File: src/rtl/control_sequencer.sv
// ---------------------------------------------------------------------------
// control_sequencer
//
// Hardwired control unit for a simple single-bus datapath. Each instruction
// is fetched in T0..T2 (T1 stretches until memory reports read data valid).
// From T3 on, the datapath IR contents are decoded into a short per-class
// execute sequence.
//
// Ports
//   clk        : system clock; all state changes happen on its rising edge
//   clr_n      : asynchronous active-low reset
//   run        : start / continue fetching instructions
//   mem_ready  : memory read data valid (sampled only in T1)
//   ir[31:0]   : datapath IR contents
//                op = ir[31:27], Ra = ir[26:23], Rb = ir[22:19], Rc = ir[18:15]
//   PCOut .. LOIn : 1-bit datapath strobes
//   r_in[15:0] : one-hot register load enable
//   r_out[15:0]: one-hot register bus drive enable
//   opcode[4:0]: ALU operation; nonzero only in the ALU step
//   t_state[2:0]: current step (0..6 in T0..T6, 7 in IDLE and HALT)
//   instr_done : single-cycle pulse in the last step of each instruction
//   halted     : high while the sequencer is stopped on an unknown opcode
//
// Valid/ready: mem_ready acts as the "valid" side of the memory read. The
// sequencer holds the T1 strobes (its standing request) on every cycle until
// it samples mem_ready=1 on a rising edge. It then moves to T2 on that same
// edge. No other input has a handshake.
//
// All outputs are a decode of the state register and of ir. ir is the
// datapath's own IR register and is stable while it is decoded, from T3 onward.
// run and mem_ready only steer the next state. So no combinational path
// runs from them to any output, and reset reaches the outputs through the
// state register alone.
// ---------------------------------------------------------------------------
module control_sequencer (
  input  logic        clk,
  input  logic        clr_n,
  input  logic        run,
  input  logic        mem_ready,
  input  logic [31:0] ir,
  output logic        PCOut,
  output logic        MARIn,
  output logic        PCinc_en,
  output logic        Z_en,
  output logic        Zlow_en,
  output logic        Zhigh_en,
  output logic        PCIn,
  output logic        MDRread,
  output logic        MDRIn,
  output logic        MDROut,
  output logic        IRIn,
  output logic        Y_en,
  output logic        HIIn,
  output logic        LOIn,
  output logic [15:0] r_in,
  output logic [15:0] r_out,
  output logic [4:0]  opcode,
  output logic [2:0]  t_state,
  output logic        instr_done,
  output logic        halted
);

  typedef enum logic [3:0] {
    S_IDLE = 4'd0,
    S_T0   = 4'd1,
    S_T1   = 4'd2,
    S_T2   = 4'd3,
    S_T3   = 4'd4,
    S_T4   = 4'd5,
    S_T5   = 4'd6,
    S_T6   = 4'd7,
    S_HALT = 4'd8
  } state_t;

  state_t state;

  // Instruction fields
  logic [4:0] op;
  logic [3:0] ra, rb, rc;
  assign op = ir[31:27];
  assign ra = ir[26:23];
  assign rb = ir[22:19];
  assign rc = ir[18:15];

  // Immediate / unused low IR bits are not needed by the sequencer
  logic unused_ir_bits;
  assign unused_ir_bits = ^ir[14:0];

  // Opcode classes
  logic is_binary, is_muldiv, is_unary;
  always_comb begin
    is_binary = 1'b0;
    is_muldiv = 1'b0;
    is_unary  = 1'b0;
    case (op)
      5'b00101, 5'b00110, 5'b00111, 5'b01000,
      5'b01001, 5'b01011, 5'b01100, 5'b01101: is_binary = 1'b1;
      5'b10001, 5'b10010:                     is_muldiv = 1'b1;
      5'b10011, 5'b10100:                     is_unary  = 1'b1;
      default: ;
    endcase
  end

  // Register decoders; each output is driven by at most one of them per step
  logic [15:0] ra_oh, rb_oh, rc_oh;
  assign ra_oh = 16'd1 << ra;
  assign rb_oh = 16'd1 << rb;
  assign rc_oh = 16'd1 << rc;

  // Step after the instruction's last step: keep fetching only while run is high
  state_t after_done;
  assign after_done = run ? S_T0 : S_IDLE;

  // -------------------------------------------------------------------------
  // State register
  // -------------------------------------------------------------------------
  always_ff @(posedge clk or negedge clr_n) begin
    if (!clr_n) begin
      state <= S_IDLE;
    end else begin
      case (state)
        S_IDLE: if (run) state <= S_T0;
        S_T0:   state <= S_T1;
        S_T1:   if (mem_ready) state <= S_T2;
        S_T2:   state <= S_T3;
        S_T3:   state <= (is_binary || is_muldiv || is_unary) ? S_T4 : S_HALT;
        // neg/not finish in T4; every other legal class continues to T5
        S_T4:   state <= is_unary ? after_done : S_T5;
        // mul/div need T6 to move the high half of the product/remainder
        S_T5:   state <= is_muldiv ? S_T6 : after_done;
        S_T6:   state <= after_done;
        S_HALT: state <= S_HALT;
        default: state <= S_IDLE;
      endcase
    end
  end

  // -------------------------------------------------------------------------
  // Moore output decode
  // -------------------------------------------------------------------------
  always_comb begin
    PCOut      = 1'b0;
    MARIn      = 1'b0;
    PCinc_en   = 1'b0;
    Z_en       = 1'b0;
    Zlow_en    = 1'b0;
    Zhigh_en   = 1'b0;
    PCIn       = 1'b0;
    MDRread    = 1'b0;
    MDRIn      = 1'b0;
    MDROut     = 1'b0;
    IRIn       = 1'b0;
    Y_en       = 1'b0;
    HIIn       = 1'b0;
    LOIn       = 1'b0;
    r_in       = 16'd0;
    r_out      = 16'd0;
    opcode     = 5'd0;
    t_state    = 3'd7;
    instr_done = 1'b0;
    halted     = 1'b0;
    case (state)
      S_T0: begin
        t_state  = 3'd0;
        PCOut    = 1'b1;
        MARIn    = 1'b1;
        PCinc_en = 1'b1;
        Z_en     = 1'b1;
      end
      S_T1: begin
        t_state = 3'd1;
        Zlow_en = 1'b1;
        PCIn    = 1'b1;
        MDRread = 1'b1;
        MDRIn   = 1'b1;
      end
      S_T2: begin
        t_state = 3'd2;
        MDROut  = 1'b1;
        IRIn    = 1'b1;
      end
      S_T3: begin
        t_state = 3'd3;
        if (is_binary) begin
          r_out = rb_oh;
          Y_en  = 1'b1;
        end else if (is_muldiv) begin
          r_out = ra_oh;
          Y_en  = 1'b1;
        end else if (is_unary) begin
          r_out  = rb_oh;
          opcode = op;
          Z_en   = 1'b1;
        end
      end
      S_T4: begin
        t_state = 3'd4;
        if (is_unary) begin
          Zlow_en    = 1'b1;
          r_in       = ra_oh;
          instr_done = 1'b1;
        end else begin
          r_out  = is_muldiv ? rb_oh : rc_oh;
          opcode = op;
          Z_en   = 1'b1;
        end
      end
      S_T5: begin
        t_state = 3'd5;
        Zlow_en = 1'b1;
        if (is_muldiv) begin
          LOIn = 1'b1;
        end else begin
          r_in       = ra_oh;
          instr_done = 1'b1;
        end
      end
      S_T6: begin
        t_state    = 3'd6;
        Zhigh_en   = 1'b1;
        HIIn       = 1'b1;
        instr_done = 1'b1;
      end
      S_HALT: halted = 1'b1;
      default: ;
    endcase
  end

endmodule
File: config.mk
export PLATFORM = sky130hd
export DESIGN_NAME = control_sequencer
export DESIGN_NICKNAME = d
export VERILOG_FILES = /design/src/rtl/control_sequencer.sv
export SDC_FILE = /design/constraint.sdc
export NUM_CORES = 1
export LEC_CHECK = 0
export CORE_MARGIN = 8
export CORE_UTILIZATION = 37
export DETAILED_ROUTE_END_ITERATION = 12
export GPL_ROUTABILITY_DRIVEN = 0
export GPL_TIMING_DRIVEN = 0
export PLACE_DENSITY_LB_ADDON = 0.15
export SYNTH_ARGS = -nofsm -noshare
export SYNTH_HDL_FRONTEND = slang
export SYNTH_SLANG_ARGS = --single-unit
File: constraint.sdc
create_clock -name clk -period 2.25 [get_ports clk]
set_input_delay 0.5625 -clock clk [delete_from_list [all_inputs] [get_ports clk]]
set_output_delay 0.5625 -clock clk [all_outputs]
set_load 0.05 [all_outputs]
==> out/results.ini <==
[place]
dp_hpwl_mm=5.69
io_buffers=76
dpl_worst_slack_ps=-1800

[synth]
synthFlopType=dfrtp_1
synth_seq_cells=4
synth_seq_area_share_pct=5.44
synth_area_per_cell_um2=7.42
syn_inst=248
synth-edff-count=0
yosysWarnings=0
synth.net_count=284
synth_area_um2=1840
yosysUniqueCellTypes=57
ys_async_sr_fraction_pct=100

[worst_setup_path]
crit_type=in -> out
cp_data_required_time_ps=1690
critPathCapture=r_out[6]
critPathMaxFanout=10
rr_worst_depth=5
cp.arrival_ps=2370
cp-start-kind=primary input
crit_path_end_kind=output pin
r2r_setup_slack_ps=520
timing.rr.end=state[0]
critPathLaunch=ir[27]
r2r_start=state[2]

[sta]
setup_slack_ps=-687
slew_viol_final=0
min_period_ps=2940
rsz0062_at_grt=true
fmax_mhz=340
fin_skew_ps=2.32
fin_hold_ws_ps=545
tightestPinTransition_ps=722
slew_headroom_pct=51.8
period_share_pct=131
finalSetupViolations=43
hold_viol_final=0

[layout]
synthToLayoutAreaGrowth_pct=125
largest_registers=state: 4 flops
largest_register=state
drive_gt1_share_pct=68.6
largest_reg_flops=4
nFillCells=231
insertedDiodeCount=0
nets=404

[worst_hold_path]
min_path_type=in -> async

[routing]
vias_per_cell=6.82
drc=0
drtIter0Drc=316
routedWlPerCell_um=24.0
drt_wl_total_mm=10.4
drtPass1Iterations=5
vias=2953
ant_nets=0

[pwr]
pwr-share-seq_pct=5.9
vdd_ir_drop_max_v=0.000513
p_switching_w=0.00152
power_w=0.00256
p_int_w=0.00104
p_leak_nw=1.56
powerDensity_nw_per_um2=617
p_sw_share_pct=59.3
power_frac_clock_pct=6.1
pwr-share-comb_pct=88.1

[cts]
cts-root-buf=clkbuf_8
htreeDepth=1
cts_hold_buffers=0
cts.path.max_buffers=2
worstSkewPairLatency_ps=220
clk_pin_slew_ps=30
cts_buffers=3
cts_sinks=4
tritoncts=done

[die]
initial_core_util_pct=38.7
placementRows=25
pin_count=92
die_area_um2=7490
die_w_um=86.5
coreArea_um2=4750
die_h_um=86.5

[grt]
grt_pass1_vias=2682
grt_max_degree=11
grt_remaining_overflow=0
antenna_found_initial=0
grt_first_pass_wirelength_mm=13.7
grtUsageTotal_pct=22.1

[run]
max-cap-violations=0

[outcome]
outcome=complete, but fails checks
violations=negative setup slack

## worst max-delay path, cell delays in order
cell and delay, ps:
buf_6 100, buf_8 120, buf_6 130, xor2_4 240, buf_6 190, clkbuf_8 180
a21oi_2 70, o211ai_1 390, o221ai_4 200, buf_6 200
## cells by family after synthesis
| group | share of synthesized area, % |
|---|---|
| simple gates | 45.4 |
| compound gates | 34.5 |
| buf+inv | 13.2 |
| flops | 5.44 |
| xor+xnor | 1.43 |
## layout by cell type (no fill, tap or decap), types with 7 or more instances in the layout
cell type and instances:
buf_6 64, buf_4 44, o211ai_1 19, nor4_1 14, a21oi_1 13, o221ai_4 12, nor3_4 12, clkbuf_8 8
a21oi_2 8, nor4_4 8, clkbuf_2 7, clkdlybuf4s50_1 7
## final cells by class
class	instances	area, um^2	share of cell area [%]
plain buffers	32	343	8.27
repair buffers	122	1200	28.9
clock buffers	3	41.3	0.996
inverters	3	11.3	0.272
flip-flops and latches	4	104	2.51
well taps	67	83.8	2.02
multi-input cells	202	2360	57.0
## power by group through the flow
stage	clock network (W)	registers (W)	logic [W]
5_1_grt	0.000159	0.000151	0.00233
3_3_place_gp	0	0.000125	0.00178
3_5_place_dp	0	0.000126	0.00180
6_report	0.000155	0.000150	0.00225
2_1_floorplan	0	0.000118	0.00134
4_1_cts	0.000153	0.000136	0.00192
## per-layer routing
layer	routed length, um	share of wire [%]	vias to the layer above	GRT usage [%]
met5	0	0	-	0
met4	640	6.2	0	8.61
met3	940	9.1	78	2.27
met2	5010	48	236	39.3
met1	3790	37	1389	26.4
li1	-	-	1250	-
## stage by stage
| stage | instances | instance area (um^2) | utilization (%) | TNS (ps) |
|---|---|---|---|---|
| after floorplan | 248 | 2480 | - | -15260 |
| after global placement | 391 | 3320 | 69.9 | -70330 |
| after detailed placement | 391 | 3320 | 69.9 | -72640 |
| after CTS | 418 | 3890 | 81.8 | -17670 |
| after global routing | 433 | 4150 | 87.2 | -21870 |
| final | 433 | 4150 | 87.2 | -19820 |
## synthesized netlist by cell type (3+ instances only)
master | number | share of area [%]
o221ai_1 | 15 | 7.1
or4bb_1 | 6 | 3.7
buf_2 | 7 | 1.9
a21oi_1 | 22 | 6.0
buf_1 | 4 | 0.82
nand3b_1 | 6 | 2.4
or2_2 | 3 | 1.0
dfrtp_1 | 4 | 5.4
buf_6 | 5 | 3.1
nor3_2 | 7 | 3.8
clkbuf_1 | 12 | 2.4
nor3_1 | 5 | 1.4
nor4_1 | 22 | 7.5
nand4b_1 | 5 | 2.4
nand4bb_1 | 3 | 1.8
inv_1 | 3 | 0.61
buf_4 | 10 | 4.1
or4b_2 | 4 | 2.2
nor2_1 | 9 | 1.8
nor4b_1 | 7 | 3.3
o21ai_0 | 4 | 1.1
nand2b_1 | 13 | 4.4
o211ai_1 | 19 | 7.8
nand2_1 | 10 | 2.0
## worst min path at each step
stage          slack [ps]     start       end  depth (start not counted)
2_1_floorplan         270     clr_n  state[0]                          0
3_3_place_gp          750  state[1]  state[3]                          3
3_5_place_dp          750  state[1]  state[3]                          3
4_1_cts               550     clr_n  state[3]                          1
5_1_grt               560     clr_n  state[1]                          1
6_report              540     clr_n  state[2]                          1
## what timing repair did
item / in CTS / in global routing
resized for setup: 458 / 66
buffers inserted: 28 / 16
gates cloned: 3 / 0
setup endpoints to repair: 56 / 54
pin swaps: 31 / 26
(Power assumes the default switching activity.)
